`config.mk`:
```
export PLATFORM = sky130hd
export DESIGN_NAME = mem_stage_ctrl
export DESIGN_NICKNAME = d
export VERILOG_FILES = /design/src/rtl/mem_stage_ctrl_pkg.sv /design/src/rtl/mem_stage_ctrl_load_extend.sv /design/src/rtl/mem_stage_ctrl.sv
export SDC_FILE = /design/constraint.sdc
export NUM_CORES = 1
export LEC_CHECK = 0
export ABC_CLOCK_PERIOD_IN_PS = 4700
export CORE_MARGIN = 4
export CORE_UTILIZATION = 55
export DETAILED_ROUTE_END_ITERATION = 16
export HOLD_SLACK_MARGIN = 0.05
export PLACE_DENSITY = 0.93
export SLEW_MARGIN = 20
export SYNTH_ARGS = -nofsm -noshare
export SYNTH_HDL_FRONTEND = slang
export SYNTH_SLANG_ARGS = --single-unit
```
`constraint.sdc`:
```
create_clock -name clk -period 4.7 [get_ports clk]
set_input_delay 0.94 -clock clk [delete_from_list [all_inputs] [get_ports clk]]
set_output_delay 0.94 -clock clk [all_outputs]
set_load 0.05 [all_outputs]
```
`src/rtl/mem_stage_ctrl_pkg.sv`:
```
// Shared constants for the data-memory path: region nibbles, IO register
// offsets and the access-size encoding also used by the write-mask/shift logic.
package mem_stage_ctrl_pkg;

   // Address[31:28] values that select each memory region
   localparam logic [3:0] DMEM_REGION = 4'h1;
   localparam logic [3:0] IMEM_REGION = 4'h2;
   localparam logic [3:0] IO_REGION   = 4'h8;

   // IO register offsets on Address[7:0]
   localparam logic [7:0] IO_UART_STATUS = 8'h00;
   localparam logic [7:0] IO_UART_RX     = 8'h04;
   localparam logic [7:0] IO_UART_TX     = 8'h08;
   localparam logic [7:0] IO_CYCLE       = 8'h10;
   localparam logic [7:0] IO_INSTRET     = 8'h14;
   localparam logic [7:0] IO_CNT_CLEAR   = 8'h18;

   // Access size; both 1x encodings mean a full word
   typedef enum logic [1:0] {
      MEM_BYTE     = 2'b00,
      MEM_HALF     = 2'b01,
      MEM_WORD     = 2'b10,
      MEM_WORD_ALT = 2'b11
   } memSize_e;

   // True for either word encoding
   function automatic logic isWordSize(input memSize_e size);
      return size[1];
   endfunction

endpackage

```
`src/rtl/mem_stage_ctrl_load_extend.sv`:
```
// Stage-3 load alignment: picks the addressed big-endian byte or half out of
// the 32-bit read word and sign- or zero-extends it. Words pass unchanged.
module load_extend
   import mem_stage_ctrl_pkg::*;
(
   input  logic [31:0] i_data,
   input  logic [1:0]  i_offset,
   input  memSize_e    i_size,
   input  logic        i_unsigned,
   output logic [31:0] o_result
);

   logic [7:0]  w_byte;
   logic [15:0] w_half;

   // Lane select (byte 0 is the most significant lane), then extension by size
   always_comb begin
      w_byte = i_data[7:0];
      case (i_offset)
         2'd0:    w_byte = i_data[31:24];
         2'd1:    w_byte = i_data[23:16];
         2'd2:    w_byte = i_data[15:8];
         default: w_byte = i_data[7:0];
      endcase
      w_half   = i_offset[1] ? i_data[15:0] : i_data[31:16];
      o_result = i_data;
      if (!isWordSize(i_size)) begin
         if (i_size == MEM_BYTE) begin
            o_result = {{24{~i_unsigned & w_byte[7]}}, w_byte};
         end else begin
            o_result = {{16{~i_unsigned & w_half[15]}}, w_half};
         end
      end
   end

endmodule

```
`src/rtl/mem_stage_ctrl.sv`:
```
// Stage-2/3 boundary of the data-memory path. Decodes the stage-2 address
// into DMEM/IMEM/IO, gates write masks per region, carries load metadata over
// the BRAM read latency, and owns the memory-mapped UART and counters.
module mem_stage_ctrl
   import mem_stage_ctrl_pkg::*;
(
   input  logic        clk,
   input  logic        rst,
   input  logic [31:0] Address,
   input  logic [31:0] WriteData,
   input  logic [3:0]  WriteMaskIn,
   input  logic [1:0]  MemSize,
   input  logic        LoadUnsigned,
   input  logic        ReadEnable,
   input  logic        WriteEnable,
   input  logic        Stall,
   input  logic        InstRetired,
   input  logic [31:0] DmemDout,
   input  logic [7:0]  UartRxData,
   input  logic        UartRxValid,
   input  logic        UartTxReady,
   output logic [3:0]  DmemWriteMask,
   output logic [3:0]  ImemWriteMask,
   output logic        UartRxReady,
   output logic [7:0]  UartTxData,
   output logic        UartTxValid,
   output logic [31:0] LoadData
);

   logic        w_isDmem;
   logic        w_isImem;
   logic        w_isIo;
   logic [7:0]  w_ioOffset;
   logic [31:0] w_ioRdata;
   logic        w_txStore;
   logic        w_clearStore;
   logic [31:0] w_loadSource;
   logic [31:0] w_extended;
   logic [31:0] w_liveLoad;
   logic        w_unused;

   logic [1:0]  r_s3Offset;
   memSize_e    r_s3Size;
   logic        r_s3Unsigned;
   logic        r_s3IsIo;
   logic        r_s3IsLoad;
   logic [31:0] r_s3IoRdata;
   logic [31:0] r_cycleCount;
   logic [31:0] r_instretCount;
   logic [7:0]  r_txData;
   logic        r_txValid;
   logic [31:0] r_holdData;
   logic        r_holdValid;

   assign w_isDmem   = (Address[31:28] == DMEM_REGION);
   assign w_isImem   = (Address[31:28] == IMEM_REGION);
   assign w_isIo     = (Address[31:28] == IO_REGION);
   assign w_ioOffset = Address[7:0];

   assign DmemWriteMask = w_isDmem ? WriteMaskIn : 4'b0000;
   assign ImemWriteMask = w_isImem ? WriteMaskIn : 4'b0000;

   // Stalled cycles must not pop the rx FIFO, strobe tx or clear counters
   assign UartRxReady  = ReadEnable & w_isIo & (w_ioOffset == IO_UART_RX) & ~Stall;
   assign w_txStore    = WriteEnable & w_isIo & (w_ioOffset == IO_UART_TX) & ~Stall;
   assign w_clearStore = WriteEnable & w_isIo & (w_ioOffset == IO_CNT_CLEAR) & ~Stall;

   assign w_unused = ^{Address[27:8], WriteData[31:8]};

   // IO read mux; counters are sampled before this edge's increment
   always_comb begin
      w_ioRdata = 32'h0;
      case (w_ioOffset)
         IO_UART_STATUS: w_ioRdata = {30'b0, UartRxValid, UartTxReady};
         IO_UART_RX:     w_ioRdata = {24'b0, UartRxData};
         IO_CYCLE:       w_ioRdata = r_cycleCount;
         IO_INSTRET:     w_ioRdata = r_instretCount;
         default:        w_ioRdata = 32'h0;
      endcase
   end

   // Stage-2 to stage-3 register: load metadata frozen while stalled
   always_ff @(posedge clk) begin
      if (rst) begin
         r_s3Offset   <= 2'b00;
         r_s3Size     <= MEM_BYTE;
         r_s3Unsigned <= 1'b0;
         r_s3IsIo     <= 1'b0;
         r_s3IsLoad   <= 1'b0;
         r_s3IoRdata  <= 32'h0;
      end else if (!Stall) begin
         r_s3Offset   <= Address[1:0];
         r_s3Size     <= memSize_e'(MemSize);
         r_s3Unsigned <= LoadUnsigned;
         r_s3IsIo     <= w_isIo;
         r_s3IsLoad   <= ReadEnable;
         r_s3IoRdata  <= w_ioRdata;
      end
   end

   // Free-running cycle counter and retired-instruction counter; a clear store wins
   always_ff @(posedge clk) begin
      if (rst) begin
         r_cycleCount   <= 32'h0;
         r_instretCount <= 32'h0;
      end else if (w_clearStore) begin
         r_cycleCount   <= 32'h0;
         r_instretCount <= 32'h0;
      end else begin
         r_cycleCount <= r_cycleCount + 32'd1;
         if (InstRetired) begin
            r_instretCount <= r_instretCount + 32'd1;
         end
      end
   end

   // UART transmit: one-cycle strobe per accepted store, byte dropped when not ready
   always_ff @(posedge clk) begin
      if (rst) begin
         r_txData  <= 8'h00;
         r_txValid <= 1'b0;
      end else begin
         r_txValid <= w_txStore & UartTxReady;
         if (w_txStore && UartTxReady) begin
            r_txData <= WriteData[7:0];
         end
      end
   end

   assign UartTxData  = r_txData;
   assign UartTxValid = r_txValid;

   assign w_loadSource = r_s3IsIo ? r_s3IoRdata : DmemDout;

   load_extend u_loadExtend (
      .i_data     (w_loadSource),
      .i_offset   (r_s3Offset),
      .i_size     (r_s3Size),
      .i_unsigned (r_s3Unsigned),
      .o_result   (w_extended)
   );

   assign w_liveLoad = r_s3IsLoad ? w_extended : 32'h0;

   // Capture the result on the first stalled cycle since BRAM output may drift afterwards
   always_ff @(posedge clk) begin
      if (rst) begin
         r_holdData  <= 32'h0;
         r_holdValid <= 1'b0;
      end else if (Stall) begin
         if (!r_holdValid) begin
            r_holdData  <= w_liveLoad;
            r_holdValid <= 1'b1;
         end
      end else begin
         r_holdValid <= 1'b0;
      end
   end

   assign LoadData = (Stall && r_holdValid) ? r_holdData : w_liveLoad;

endmodule

```
### After elaboration in Yosys (flattened, before gate mapping)

Cells that the tools add are included.

| word-level totals | value |
|---|---|
| output and inout bits | 50 |
| flip-flop bits (word level) | 145 |

| operators by class | value |
|---|---|
| add/subtract/negate cells | 2 |
| reductions and logical operators | 7 |
| bitwise gates (word level) | 14 |
| multiplexer cells | 11 |
| equality and inequality tests | 10 |

Operators with widths:

| operator | number |
|---|---|
| $mux W32 | 5 |
| $pmux W32 S4 | 1 |
| $add A32 B1 Y32 const B | 2 |
| $eq A8 B5 Y1 const B | 3 |
| $pmux W8 S3 | 1 |
| $mux W16 | 1 |
| $and A1 B1 Y1 | 11 |
| $eq A8 B3 Y1 const B | 1 |
| $eq A8 B4 Y1 const B | 1 |
| $logic_not A8 Y1 | 1 |
| $mux W4 | 2 |
| $eq A4 B1 Y1 const B | 1 |
| $eq A4 B2 Y1 const B | 1 |
| $eq A4 B4 Y1 const B | 1 |
| $logic_not A2 Y1 | 2 |
| $not A1 Y1 | 3 |
| $eq A2 B1 Y1 const B | 1 |
| $eq A2 B2 Y1 const B | 1 |
| $logic_and A1 B1 Y1 | 2 |
| $reduce_and A2 Y1 | 1 |
| $reduce_or A2 Y1 | 1 |
| $mux W1 | 1 |

### Longest topological paths before layout

Gate-level depths: netlist (run 1).

| logic depth | value |
|---|---|
| depth after elaboration | 7 |
| depth in mapped cells | 7 |
| depth with buffers taken out | 5 |

### Cells and area by module

Synthesis (run 1) repeated with hierarchy kept, for this count alone.

| unflattened totals | value |
|---|---|
| cell total of the unflattened synthesis | 996 |
| area, all modules | 7845.0 µm² |

Modules (own cells, without submodules):

| module | cells an instance | area each (µm²) | instances |
|---|---|---|---|
| mem_stage_ctrl | 883 | 7136.8 | 1 |
| load_extend | 113 | 708.2 | 1 |

### Worst setup path after synthesis (run 1)

OpenSTA, ideal clock, no wires.

| timing path | value |
|---|---|
| path type | input to output |
| start point | input port Address[0] |
| end point | output port UartRxReady |
| stages | 3 |
| required time | 3.760 ns |
| setup slack | 0.731 ns |
| arrival time | 3.029 ns |
| cells stage by stage | nor3_2 > nand3b_1 > nor4_1 |

| on the way | value |
|---|---|
| longest elaborated chain between the ends | 3 |

RTL lines:

| what | line | text |
|---|---|---|
| start: declaration | mem_stage_ctrl.sv:9 | `input logic [31:0] Address,` |
| $eq A8 B3 Y1 | mem_stage_ctrl.sv:64 | `assign UartRxReady = ReadEnable & w_isIo & (w_ioOffset == IO_UART_RX) & ~Stall;` |
| $and A1 B1 Y1 (2 in series) | mem_stage_ctrl.sv:64 |  |
| end: declaration | mem_stage_ctrl.sv:24 | `output logic UartRxReady,` |

No other way between the ends.

### Worst setup path after layout (run 1)

| timing path | value |
|---|---|
| start point | register r_s3Offset[1] |
| end point | output port LoadData[11] |

| on the way | value |
|---|---|
| longest elaborated chain between the ends | 7 |
| elaborated cells between the ends (all ways) | 10 |
| classes of those cells | eq/ne: 2; mux: 6; bitwise: 1; reduce/logical: 1 |

RTL lines:

| what | line | text |
|---|---|---|
| start: declaration | mem_stage_ctrl.sv:42 | `logic [1:0] r_s3Offset;` |
| start signal: assignment | mem_stage_ctrl.sv:92 | `r_s3Offset <= Address[1:0];` |
| $eq A2 B2 Y1, or another cell as far along | mem_stage_ctrl_load_extend.sv:19 | `case (i_offset)` |
| $pmux W8 S3 | mem_stage_ctrl_load_extend.sv:19 |  |
| $and A1 B1 Y1 | mem_stage_ctrl_load_extend.sv:29 | `o_result = {{24{~i_unsigned & w_byte[7]}}, w_byte};` |
| $mux W32 (*) | mem_stage_ctrl_load_extend.sv:28 | `if (i_size == MEM_BYTE) begin` |
| $mux W32 (*) | mem_stage_ctrl_load_extend.sv:27 | `if (!isWordSize(i_size)) begin` |
| $mux W32 (*) | mem_stage_ctrl.sv:143 | `assign w_liveLoad = r_s3IsLoad ? w_extended : 32'h0;` |
| $mux W32 (*) | mem_stage_ctrl.sv:160 | `assign LoadData = (Stall && r_holdValid) ? r_holdData : w_liveLoad;` |
| end: declaration | mem_stage_ctrl.sv:27 | `output logic [31:0] LoadData` |

Every way passes the cells marked *; elsewhere a longest branch is shown, timed or not.

==> results of run 1 <==
stage by stage:
stage,cells,worst slack (ns)
after floorplan,911,0.731
after global placement,1154,0.637
after detailed placement,1154,0.553
after CTS,1186,0.550
after global routing,1186,0.420
final,1186,0.493
worst min-delay path by stage:
stage | start | endpoint
2_1_floorplan | r_holdData[10]$_SDFFE_PP0P_ | r_holdData[10]$_SDFFE_PP0P_
3_3_place_gp | r_holdData[13]$_SDFFE_PP0P_ | r_holdData[13]$_SDFFE_PP0P_
3_5_place_dp | r_holdData[9]$_SDFFE_PP0P_ | r_holdData[9]$_SDFFE_PP0P_
4_1_cts | r_holdData[9]$_SDFFE_PP0P_ | r_holdData[9]$_SDFFE_PP0P_
5_1_grt | r_holdData[2]$_SDFFE_PP0P_ | r_holdData[2]$_SDFFE_PP0P_
6_report | r_holdData[9]$_SDFFE_PP0P_ | r_holdData[9]$_SDFFE_PP0P_
layout make-up:
class                           count  share of cell area (%)
Tap cell                          180                    2.23
Clock inverter                     11                    1.83
Timing Repair Buffer              135                    16.2
Multi-Input combinational cell    681                    46.1
Clock buffer                       21                    4.45
Inverter                           13                   0.483
Sequential cell                   145                    28.7
layer usage:
metal,share of wire [%],track usage (%),wire (um)
met1,36,36.4,9140
met2,48,50.8,12100
met4,6.0,17.3,1520
met5,0,0,0
met3,10,7.79,2600
synthesized netlist by cell type (all sizes together), types with 4 or more instances:
library cell and n:
nand2b 14, and3 9, or4 19, o31ai 18, nor2b 4, nor3 4
xnor2 5, nand2 115, a22oi 29, dfxtp 145, and4 12, mux2i 48
inv 13, nor2 45, buf 25, and2 14, mux2 9, a21oi 53
xor2 21, nor4b 4, nand3 49, nand4 17, or3 15, clkbuf 47
a221oi 7, a31oi 5, nor4 13, a22o 39, o22a 5, mux4 19
or3b 4, o21ai 59
sequential cells by signal (all words and copies together) (netlist names):
register        count
r_s3Size            2
r_s3IsLoad          1
r_cycleCount       32
r_s3Offset          2
r_s3Unsigned        1
r_holdData         32
r_holdValid         1
r_instretCount     32
r_s3IsIo            1
r_s3IoRdata        32
UartTxData          8
UartTxValid         1
worst min-delay path: stages, from the launching register on:
cell,delay [ns]
dfxtp_1,0.32
nand2_1,0.04
o21ai_0,0.05
logic make-up (layout without fill, tap and decap cells):
group / Yosys count / in the layout
and+or+nand+nor: 347 / 347
AOI/OAI and AO/OA: 230 / 230
DFF: 145 / 145
buffers and inverters: 85 / 180
muxes: 76 / 76
xor gates and xnor gates: 26 / 26
adders and majority gates: 2 / 2
power breakdown:
group | switching (mW) | leakage (nW) | internal (mW)
clock network | 0.529 | 0.307 | 0.951
registers | 0.0223 | 1.17 | 1.24
logic | 0.241 | 1.88 | 0.208
total | 0.792 | 3.36 | 2.40
==> impl_metrics.sql, run 1 <==
INSERT INTO impl_metrics (metric_group, metric, value, unit) VALUES
('run_status', 'result_of_the_run', 'finished, final reports clean', ''),
('die', 'chipWidth', '128', 'um'),
('worst_setup_path', 'worstSetupPathType', 'register to primary output', ''),
('clock_network', 'insertion_delay', '0.43', 'ns'),
('worst_setup_path', 'worst_r2r_endpoint', 'r_holdData[14]$_SDFFE_PP0P_', ''),
('sta', 'grt_setup_unrepaired', 'false', ''),
('cells_and_area', 'finalCoreUtilization', '72.3', '%'),
('clock_network', 'cts_made_buffers', '17', ''),
('worst_setup_path', 'r2r_slack', '2.04', 'ns'),
('synth', 'synthCells', '911', ''),
('cells_and_area', 'finished_cell_area', '10100', 'sq um'),
('sta', 'timing.final.max_slew_violations', '0', ''),
('worst_setup_path', 'critical_path.reg2reg.startpoint', 'r_s3Offset[1]$_SDFFE_PP0N_', ''),
('synth', 'synth_top_family_by_area', 'simple AND/OR/NAND/NOR gates', ''),
('sta', 'setup_tns', '0', 'ns'),
('synth', 'post_synth_mux_area_share', '12.7', '%'),
('die', 'rows', '43', ''),
('clock_network', 'cts.reportedPaths.clkPinSlew', '0.06', 'ns'),
('route', 'route.vias.total', '8027', ''),
('synth', 'yosysWarningCount', '0', ''),
('worst_setup_path', 'critPathSlowestCell', 'dfxtp_1', ''),
('power_and_ir_drop', 'totalPowerFinal', '3.20', 'mW'),
('placement', 'dp_hpwl', '16900', 'um'),
('synth', 'most_frequently_used_flop_master_after_synthesis', 'dfxtp_1', ''),
('synth', 'synth_cell_types', '59', ''),
('synth', 'top_post_synthesis_cells_by_area', 'dfxtp_1 37%, mux2i_1 6.1%, nand2_1 5.4%, mux4_2 5.4%, a22o_1 4.3%', ''),
('sta', 'total_of_endpoints_with_negative_setup_slack_in_the_final_report', '0', ''),
('sta', 'finalHoldViolations', '0', ''),
('placement', 'gpl.final_weighted_congestion', '0.905', ''),
('synth', 'largest_area_contributor_in_the_netlist', 'dfxtp_1', ''),
('worst_setup_path', 'cp_data_arrival_time', '3.27', 'ns'),
('synth', 'synth_fa_ha_area_share', '0.316', '%'),
('synth', 'synthesis.nets', '1032', ''),
('sta', 'relative_slew_slack', '39.1', '%'),
('clock_network', 'cts_repair_resize_count', '0', ''),
('grt', 'antenna_found_initial', '0', ''),
('synth', 'synth_enable_flop_cells', '0', ''),
('synth', 'yosysTopAreaCellShare', '36.6', '%'),
('route', 'route.detailed.wl_per_inst', '21.4', 'um'),
('route', 'drtIter0Drc', '1437', ''),
('synth', 'yosysSeqAreaShare', '36.6', '%'),
('cells_and_area', 'final_nets', '1114', ''),
('die', 'initial_utilization', '56.6', '%'),
('worst_setup_path', 'worst_setup_path_start_kind', 'register', ''),
('clock_network', 'cts_tree', 'built', ''),
('worst_setup_path', 'reg2reg_depth', '4', ''),
('sta', 'clock.fmax', '238', 'MHz'),
('worst_setup_path', 'cpPeakStageDelay', '0.84', 'ns'),
('sta', 'max_slew.worst_pin.slew', '0.914', 'ns'),
('cells_and_area', 'n_fill_cell', '886', ''),
('power_and_ir_drop', 'powerDensity', '316', 'nW/um^2'),
('grt', 'grt_pass1_wl', '40400', 'um'),
('sta', 'hold_slack', '0.454', 'ns'),
('sta', 'finalCriticalPeriod', '4.21', 'ns'),
('route', 'postRouteAntennaNets', '0', ''),
('synth', 'synth_compound_area_share', '19.9', '%'),
('job', 'max_cap_violations', '0', ''),
('cells_and_area', 'n_antenna_cell', '0', ''),
('power_and_ir_drop', 'vdd_ir_drop_max', '310', 'uV'),
('clock_network', 'postCtsSetupBuffers', '0', ''),
('worst_setup_path', 'first_element_of_the_critical_path', 'r_s3Offset[1]$_SDFFE_PP0N_', ''),
('cells_and_area', 'sequential_cell_area', '2900', 'sq um'),
('grt', 'grt_usage', '30.8', '%'),
('worst_setup_path', 'worst_setup_path_end_kind', 'primary output', ''),
('clock_network', 'clock-sinks', '145', ''),
('worst_setup_path', 'cp-endpoint', 'LoadData[11]', ''),
('synth', 'synth_area_per_cell', '8.70', 'sq um'),
('synth', 'post_synthesis_sequential_element_count', '145', ''),
('placement', 'port_buffers', '124', ''),
('worst_setup_path', 'crit_cells', '5', ''),
('route', 'remaining_drc_errors', '0', '');
No activity file was read; power rests on OpenSTA's default activity.
==> inputs of run 2 (changes only) <==
--- a/config.mk
+++ b/config.mk
@@ -5,9 +5,10 @@
 export SDC_FILE = /design/constraint.sdc
 export NUM_CORES = 1
 export LEC_CHECK = 0
-export ABC_CLOCK_PERIOD_IN_PS = 4700
+export ABC_CLOCK_PERIOD_IN_PS = 4970
 export CORE_MARGIN = 4
 export CORE_UTILIZATION = 55
+export CTS_CLUSTER_DIAMETER = 60
 export DETAILED_ROUTE_END_ITERATION = 16
 export HOLD_SLACK_MARGIN = 0.05
 export PLACE_DENSITY = 0.93
==> constraint.sdc (replaced) <==
create_clock -name clk -period 4.97 [get_ports clk]
set_input_delay 0.994 -clock clk [delete_from_list [all_inputs] [get_ports clk]]
set_output_delay 0.994 -clock clk [all_outputs]
set_load 0.05 [all_outputs]
==> run 2 against run 1 <==
  * Sequential power is 6% lower
  * Final cell count is essentially flat
  * Register-to-register slack better by 0.25 ns
  * Sequential share of layout area shrank 0.074 points
  * Clock power decreased by 3%
  * Flip-flop and latch count unchanged
  * Critical path depth is 1 higher
  * Global-route usage fell by 1.4 points
  * Via count about the same
  * Cell area rose by 0.26%
==> impl_metrics.sql, run 2 (same netlist as run 1, synthesis figures left out) <==
INSERT INTO impl_metrics (metric_group, metric, value, unit) VALUES
('run_status', 'result_of_the_run', 'finished, final reports clean', ''),
('route', 'route.detailed.wl_per_inst', '20.7', 'um'),
('sta', 'finalCriticalPeriod', '4.33', 'ns'),
('worst_setup_path', 'category_of_cells_accounting_for_the_largest_share_of_critical_path_delay', 'compound AO/OA/AOI/OAI gates', ''),
('route', 'postRouteAntennaNets', '0', ''),
('worst_setup_path', 'reg2reg_depth', '4', ''),
('clock_network', 'clock-sinks', '145', ''),
('clock_network', 'cts.reportedPaths.clkPinSlew', '0.06', 'ns'),
('worst_setup_path', 'cp_data_arrival_time', '3.33', 'ns'),
('placement', 'dp_hpwl', '16600', 'um'),
('worst_setup_path', 'crit_cells', '6', ''),
('placement', 'gpl.final_weighted_congestion', '0.964', ''),
('hold_path', 'min_delay_path_depth', '2', ''),
('worst_setup_path', 'worst_setup_path_end_kind', 'primary output', ''),
('cells_and_area', 'final_layout_size_suffix_gt1_share', '11.6', '%'),
('clock_network', 'postCtsSetupBuffers', '0', ''),
('grt', 'grt_start_max_net_pins', '54', ''),
('clock_network', 'insertion_delay', '0.44', 'ns'),
('route', 'drtIter0Drc', '1278', ''),
('clock_network', 'cts_repair_resize_count', '0', ''),
('sta', 'total_of_endpoints_with_negative_setup_slack_in_the_final_report', '0', ''),
('sta', 'relative_slew_slack', '38.5', '%'),
('hold_path', 'worst_hold_path_type', 'register to register', ''),
('worst_setup_path', 'critical_path_buf_inv_count', '2', ''),
('clock_network', 'clock_path_buffers', '2', ''),
('worst_setup_path', 'r2r_slack', '2.29', 'ns'),
('job', 'max_cap_violations', '0', ''),
('cells_and_area', 'n_fill_cell', '896', ''),
('placement', 'cell_area_placed', '9490', 'sq um'),
('hold_path', 'worst_hold_startpoint', 'r_holdData[7]$_SDFFE_PP0P_', ''),
('worst_setup_path', 'first_element_of_the_critical_path', 'Stall', ''),
('sta', 'finalHoldViolations', '0', ''),
('placement', 'preCtsSetupSlack', '0.690', 'ns'),
('worst_setup_path', 'sequence_of_cells_on_the_critical_path', 'clkdlybuf4s50_1 -> nand2_1 -> nand3_1 -> o32ai_4 -> a22o_1 -> buf_12', ''),
('clock_network', 'cts_root_buf', 'clkbuf_16', ''),
('sta', 'max_slew.worst_pin.slew', '0.923', 'ns'),
('worst_setup_path', 'worstSetupPathType', 'input port to primary output', ''),
('cells_and_area', 'most_frequent_standard_cell_in_the_layout_excluding_fill_and_tap_cells', 'dfxtp_1', ''),
('sta', 'timing.final.max_slew_violations', '0', ''),
('sta', 'clock.fmax', '231', 'MHz'),
('cells_and_area', 'finalCoreUtilization', '72.5', '%'),
('worst_setup_path', 'worst_setup_path_start_kind', 'input port', ''),
('grt', 'overflow', '0', ''),
('die', 'initial_utilization', '56.6', '%'),
('worst_setup_path', 'worst_r2r_endpoint', 'r_holdData[14]$_SDFFE_PP0P_', ''),
('worst_setup_path', 'critical_path.reg2reg.startpoint', 'r_s3Offset[1]$_SDFFE_PP0N_', ''),
('die', 'die_h', '128', 'um'),
('worst_setup_path', 'critical_path.max_fanout', '16', ''),
('route', 'detail_route.first_pass.iterations', '7', ''),
('placement', 'port_buffers', '124', ''),
('sta', 'timing.clock.skew', '0.0107', 'ns'),
('grt', 'grt_pass1_wl', '38800', 'um'),
('clock_network', 'cts_tree', 'built', ''),
('die', 'number_of_primary_i_o_pins', '169', ''),
('worst_setup_path', 'critical_path_required', '3.98', 'ns'),
('grt', 'first_global_vias', '7629', ''),
('worst_setup_path', 'cpPeakStageDelay', '0.67', 'ns'),
('sta', 'grt_setup_unrepaired', 'false', ''),
('clock_network', 'cts_made_buffers', '17', ''),
('route', 'route.vias.total', '8023', ''),
('cells_and_area', 'final_nets', '1115', ''),
('clock_network', 'htree_num_levels', '4', ''),
('power_and_ir_drop', 'totalPowerFinal', '3.05', 'mW'),
('route', 'totalWireLength', '24500', 'um'),
('power_and_ir_drop', 'powerDensity', '301', 'nW/um^2'),
('die', 'core_area', '14000', 'sq um'),
('power_and_ir_drop', 'vdd_ir_drop_max', '302', 'uV'),
('route', 'route.detailed.vias_per_inst', '6.76', ''),
('hold_path', 'hold_end', 'r_holdData[7]$_SDFFE_PP0P_', ''),
('worst_setup_path', 'critPathSlowestCell', 'o32ai_4', ''),
('die', 'die_outline_area', '16400', 'sq um'),
('cells_and_area', 'area_delta_synth_final', '28.0', '%'),
('cells_and_area', 'finished_cell_area', '10100', 'sq um'),
('cells_and_area', 'mostFrequentLayoutCells', '144 x dfxtp_1, 115 x nand2_1, 92 x clkdlybuf4s50_1, 55 x o21ai_0, 52 x a21oi_1', ''),
('grt', 'grt_usage', '29.4', '%'),
('sta', 'setup_tns', '0', 'ns'),
('sta', 'final_min_period_over_clock_period', '87.1', '%'),
('sta', 'worst_slack', '0.642', 'ns'),
('clock_network', 'cts_hold_repair.buffers', '0', ''),
('cells_and_area', 'n_antenna_cell', '0', ''),
('die', 'chipWidth', '128', 'um'),
('grt', 'antenna_found_initial', '0', ''),
('die', 'rows', '43', ''),
('route', 'remaining_drc_errors', '0', ''),
('power_and_ir_drop', 'p_leak', '3.35', 'nW');
[run 2: cell types whose count changed in the layout (fill, tap and decap cells not counted), sizes merged]
cell,change
clkinvlp,+3
clkinv,-4
clkdlybuf4s50,+1
inv,+2
clkbuf,-1
[run 2: worst max-delay path by stage]
stage                    to  slack (ns)
6_report       LoadData[22]        0.64
5_1_grt        LoadData[23]        0.54
4_1_cts        LoadData[11]        0.68
3_5_place_dp    UartRxReady        0.69
3_3_place_gp    UartRxReady        0.72
2_1_floorplan   UartRxReady        0.89
[run 2: worst min-delay path, delay by kind of cell, from the launching register on]
kind,cells,cell delay (ns)
flip-flops,1,0.32
AO/OA/AOI/OAI,1,0.05
AND/OR/NAND/NOR,1,0.04
[run 2: final cells by class]
type / count / area, sq um / area share [%]
Timing Repair Buffer: 136 / 1650 / 16.3
Sequential cell: 145 / 2900 / 28.6
Multi-Input combinational cell: 681 / 4660 / 45.9
Tap cell: 180 / 225 / 2.22
Clock buffer: 20 / 447 / 4.41
Clock inverter: 12 / 205 / 2.02
Inverter: 13 / 48.8 / 0.481
[run 2: metrics by stage]
step / hold WS, ns / std cells
5_1_grt: 0.482 / 1187
3_3_place_gp: 0.433 / 1155
6_report: 0.452 / 1187
3_5_place_dp: 0.442 / 1155
4_1_cts: 0.457 / 1187
2_1_floorplan: 0.425 / 911
[run 2: routing by layer]
layer / GRT usage (%) / vias to the layer above / wire length [um]
li1: - / 3580 / -
met1: 34.3 / 3758 / 9030
met2: 49.2 / 542 / 11800
met3: 6.67 / 143 / 2220
met4: 17.7 / 0 / 1510
met5: 0 / - / 0
[run 2: power by group]
group | total [mW] | internal (mW) | switching, mW | leakage (nW)
Combinational | 0.425 | 0.198 | 0.227 | 1.88
Clock | 1.43 | 0.906 | 0.525 | 0.300
Sequential | 1.19 | 1.18 | 0.0174 | 1.17
==> edit 1, RTL diff (flow settings as in run 2) <==
Register the input `UartRxData` before use. The logic sees it one clock later. The other inputs are not delayed to match.
--- a/src/rtl/mem_stage_ctrl.sv
+++ b/src/rtl/mem_stage_ctrl.sv
@@ -27,4 +27,10 @@
    output logic [31:0] LoadData
 );
+
+   logic [7:0] UartRxData_q;
+
+   always_ff @(posedge clk) begin
+      UartRxData_q <= UartRxData;
+   end
 
    logic        w_isDmem;
@@ -73,5 +79,5 @@
       case (w_ioOffset)
          IO_UART_STATUS: w_ioRdata = {30'b0, UartRxValid, UartTxReady};
-         IO_UART_RX:     w_ioRdata = {24'b0, UartRxData};
+         IO_UART_RX:     w_ioRdata = {24'b0, UartRxData_q};
          IO_CYCLE:       w_ioRdata = r_cycleCount;
          IO_INSTRET:     w_ioRdata = r_instretCount;
Check against the original RTL: not equivalent (a bounded check fails within 4 cycles, from zero or initial values and one cycle with rst high).
==> edit 1 against run 2 <==
- clock power fell by 11%
- sequential share of layout area rose by 2.5 points
- worst setup slack got worse by 45 ps
- wire length fell by 9.5%
- final cell count fell by 4.0%
- global-route usage fell by 2.3 points
- synthesized area fell by 0.13%
- power fell by 5.4%
- die area fell by 0.12%
- via count fell by 7.1%
- design area fell by 3.0%
- critical path depth did not move
- sequential cell count rose by 8
==> edit 1: results (changes against run 2) <==
----------------------------------------------------
[Route]
  Final routed wirelength across all metal layers ... 22200 um (-9.5%)
  Iteration count of the initial detailed-routing pass ... 6 (-1)
  Final ANT Viol Nets ... 0 (unchanged)
  Detailed-route via count ... 7455 (-7.1%)
  Violation count after the first detailed-route iteration ... 1151 (-9.9%)

[Synthesis]
  Syn_area_per_cell ... 9.06 um2 (+4.2%)
  Top cells by instance count after synthesis ... 153 x dfxtp_1, 92 x nand2_1, 65 x o21ai_0
  Biggest area contributors in the synthesized netlist ... dfxtp_1 39%, mux4_2 7.1%, mux2i_1 6.8%
  Count of different cell masters after synthesis ... 44 (-25%)
  Proportion of synthesized chip area in sequential cells ... 38.7% (+2.1 points)
  Primary flip-flop cell chosen by synthesis mapping ... dfxtp_1
  Number of nets produced by synthesis ... 994 (-3.7%)

[Clock tree]
  Clock Tree Root ... clkbuf_16
  Setup fix buffers added after clock tree synthesis ... 0 (unchanged)
  Clock buffers created by TritonCTS ... 17 (unchanged)
  Latest clock arrival within the worst-skew pair ... 430 ps
  Clock edge transition at the registers on the reported setup and hold paths ... 60 ps (about the same)
  Gates resized, CTS repair ... 0 (unchanged)
  H-tree depth reported by CTS ... 4 (unchanged)
  Number of buffers on the longest clock path ... 2 (unchanged)

[Critical path]
  Crit path max fanout ... 16 (unchanged)
  Worst path arrival time ... 3380 ps (+50 ps)
  Worst path max stage delay ... 970 ps (+300 ps)
  Slowest-stage cell, CP ... a211oi_2
  Setup slack of the worst register-to-register path ... 2510 ps (+220 ps)

[Placed design]
  Detailed placer's ending HPWL ... 15700 um (-5.2%)
  GPL Wtd Cong ... 0.913 (-5.3%)
  Post-place setup slack ... 673 ps (-16.8 ps)
  Post-Place Cell Area ... 9250 um2 (-2.5%)

[Final layout]
  Antenna Cells ... 0 (unchanged)
  Filler cell count ... 985 (+9.9%)
  Layout cells sized above 1 ... 11.0% (-0.58 points)
  Number of non-filler instances in the completed layout ... 1140 (-4.0%)

[Pwr]
  Switching power ... 693 uW (-10%)
  Sw Share ... 24.0% (-1.2 points)
  Leakage Power ... 3.28 nW (-2.3%)
  Power drawn by the clock network ... 1.27 mW (-11%)
  VDD IR-drop max ... 0.000286 V (-5.2%)
  Comb group ... 351 uW (-17%)

[Run status]
  Outcome ... completed

[STA]
  Highest clock rate ... 229 MHz (-1.0%)
  Worst Hold Margin ... 458 ps (+5.92 ps)
  Worst clock skew on the final layout ... 7.29 ps (-3.40 ps)
  Slew at the pin with the worst max-slew slack ... 1140 ps (+219 ps)

[GRT]
  GRT Residual Overflow ... 0 (unchanged)
  Number of global-route vias before repair ... 6934 (-9.1%)
  Global Route Usage Sum ... 27.1% (-2.3 points)
  Pin count of the biggest net entering global routing ... 43 (-20%)
  Wire length of the first global-routing pass ... 35800 um (-7.7%)

----------------------------------------------------
## edit 1: cell types whose count changed after synthesis, sizes merged, moves of 8 or more
cell	change
nand2	-23
a32o	+15
nor2	-13
nand3b	+12
a21oi	-10
nand2b	-10
dfxtp	+8
nor3	+8
## edit 1: area by class of cell
cell class	instances	area (um2)	area share [%]
multi-input cells	631	4490	45.7
repair buffers	133	1430	14.5
clock buffers	23	488	4.96
flip-flops and latches	153	3060	31.1
clock inverters	7	91.3	0.929
well taps	180	225	2.29
inverters	13	48.8	0.496
## edit 1: worst paths after layout
| kind | start | end | cells past startpoint |
|---|---|---|---|
| worst min register to register | r_holdData[1] | r_holdData[1] | 2 |
| worst max register to register | r_s3Size[1] | r_holdData[0] | 4 |
| worst max-delay path | DmemDout[15] | LoadData[19] | 6 |
| worst min-delay path | r_holdData[1] | r_holdData[1] | 2 |
## edit 1: cell families after synthesis
| logic type | Yosys count | synth area share (%) |
|---|---|---|
| AND/OR/NAND/NOR | 305 | 20.7 |
| flip-flops | 153 | 38.7 |
| XOR/XNOR | 22 | 2.44 |
| AO/OA/AOI/OAI | 221 | 19.0 |
| multiplexers | 81 | 14.2 |
| adder cells (fa/ha/maj) | 2 | 0.316 |
| buffers and inverters | 89 | 4.68 |
## edit 1: metal layers
| metal | share of wire [%] | wire length, um | GRT usage [%] |
|---|---|---|---|
| met2 | 48 | 10700 | 43.5 |
| met4 | 3.0 | 655 | 10.6 |
| met1 | 40 | 8890 | 36.0 |
| met5 | 0 | 0 | 0 |
| met3 | 8.6 | 1920 | 5.50 |
## edit 1: worst max-delay path, delay by kind of cell
family | cells | cell delay (ps)
mux | 2 | 400
compound gates | 2 | 1300
buf+inv | 2 | 660
==> edit 2, RTL diff (settings of run 2) <==
Made on the original files. Register the output `UartTxData` once more, cleared by the reset; this adds one clock of latency there. The other outputs are not delayed to match.
--- a/src/rtl/mem_stage_ctrl.sv
+++ b/src/rtl/mem_stage_ctrl.sv
@@ -128,5 +128,11 @@
    end
 
-   assign UartTxData  = r_txData;
+   always_ff @(posedge clk) begin
+      if (rst) begin
+         UartTxData <= '0;
+      end else begin
+         UartTxData <= r_txData;
+      end
+   end
    assign UartTxValid = r_txValid;
 
Formal check against the unedited RTL: not equivalent (a bounded check fails within 4 cycles, from zero or initial values and one cycle with rst high).
==> edit 2 against run 2 <==
- worst setup slack got worse by 97 ps
- core utilization increased by 0.079 points
- power increased by 0.34%
- largest cell class unchanged
- largest power group unchanged
- global-route usage decreased by 1.6 points
- wire length decreased by 6.0%
- design area increased by 0.49%
- synthesized area increased by 0.47%
- sequential cell count increased by 8
==> edit 2: results (changes against run 2) <==
----------------------------------------------------
[STA]
  Slew at the pin with the worst max-slew slack ... 1060 ps (+140 ps)
  Period utilisation layout ... 89.0% (+1.9 points)
  Worst Hold Margin ... 449 ps (-2.33 ps)
  Worst clock skew on the final layout ... 6.10 ps (-4.59 ps)

[Critical path]
  Worst R2R Path Depth ... 5 (+1)
  Worst setup path endpoint ... UartRxReady
  Slowest-stage cell, CP ... clkdlybuf4s50_1
  Largest delay contributor family on the critical path ... buffers and inverters
  Setup slack of the worst register-to-register path ... 2500 ps (+210 ps)
  Worst path arrival time ... 3430 ps (+100 ps)
  Crit path max fanout ... 3 (-13)
  Worst setup path startpoint ... Address[28]
  Worst path max stage delay ... 830 ps (+160 ps)

[GRT]
  GRT met2 Usage ... 47.2% (-2.0 points)
  Number of global-route vias before repair ... 7248 (-5.0%)
  Global Route Usage Sum ... 27.8% (-1.6 points)
  Met3 track demand over resource in global routing ... 5.46% (-1.2 points)

[Placed design]
  Total placed cells including tap cells ... 1203 (+4.2%)
  Detailed placer's ending HPWL ... 16400 um (-0.76%)

[Route]
  Met1 Routed Length ... 8900 um (-1.4%)
  Detailed-route via count ... 7595 (-5.3%)
  Met2 layer wire length in the routed design ... 11400 um (-3.5%)
  Met3 Routed Length ... 1700 um (-23%)
  Violation count after the first detailed-route iteration ... 945 (-26%)
  Average wire per cell in the routed design ... 18.7 um (-9.6%)

[Final layout]
  Non-clock buffer share ... 16.2% (-0.10 points)
  Synth-to-Final Area Change ... 28.0% (about the same)
  Area of combinational cells with multiple inputs ... 4580 um2 (-1.7%)
  Sequential cell area share ... 30.1% (+1.4 points)
  Layout cells sized above 1 ... 12.1% (+0.51 points)
  Clock buffers and inverters, area share ... 6.18% (-0.25 points)
  Nonclk buf count ... 139 (+2.2%)
  Filler cell count ... 949 (+5.9%)

[Synthesis]
  Syn_area_per_cell ... 8.41 um2 (-3.3%)
  Biggest area contributors in the synthesized netlist ... dfxtp_1 38%, nand2_1 6.8%, mux2i_1 5.7%
  Proportion of synthesized chip area in sequential cells ... 38.5% (+1.8 points)
  Flip-flop and latch count after synthesis ... 153 (+5.5%)
  Top cells by instance count after synthesis ... 153 x dfxtp_1, 145 x nand2_1, 105 x nor2_1

[Run status]
  Outcome ... completed

[Pwr]
  VDD IR-drop max ... 0.000243 V (-20%)

[Min path]
  Worst Hold Depth ... 1 (-1)
  Worst Hold Path EP ... r_holdData[10]

----------------------------------------------------
edit 2: cell types whose count changed after synthesis, moves of 14 or more:
cell / change
o31ai_1: -17
o21ai_1: +19
xnor2_1: +21
nor2b_1: +14
a21oi_1: -22
a22o_1: -33
nand2_1: +30
nor3_1: +14
nand3_1: -30
clkbuf_1: -16
nor2_1: +60
or4_1: -19
edit 2: kinds of logic after synthesis:
| logic type | after synthesis | share of synthesized area, % |
|---|---|---|
| buffers and inverters | 75 | 4.06 |
| multiplexers | 76 | 12.6 |
| adder cells (fa/ha/maj) | 2 | 0.314 |
| AND/OR/NAND/NOR | 401 | 24.2 |
| XOR/XNOR | 52 | 5.72 |
| flip-flops | 153 | 38.5 |
| AO/OA/AOI/OAI | 188 | 14.6 |
edit 2: power by group:
part | internal [mW] | switching [mW] | total, mW | leakage [nW]
sequential | 1.24 | 0.0190 | 1.26 | 1.24
clock | 0.866 | 0.509 | 1.37 | 0.296
combinational | 0.192 | 0.234 | 0.426 | 2.00
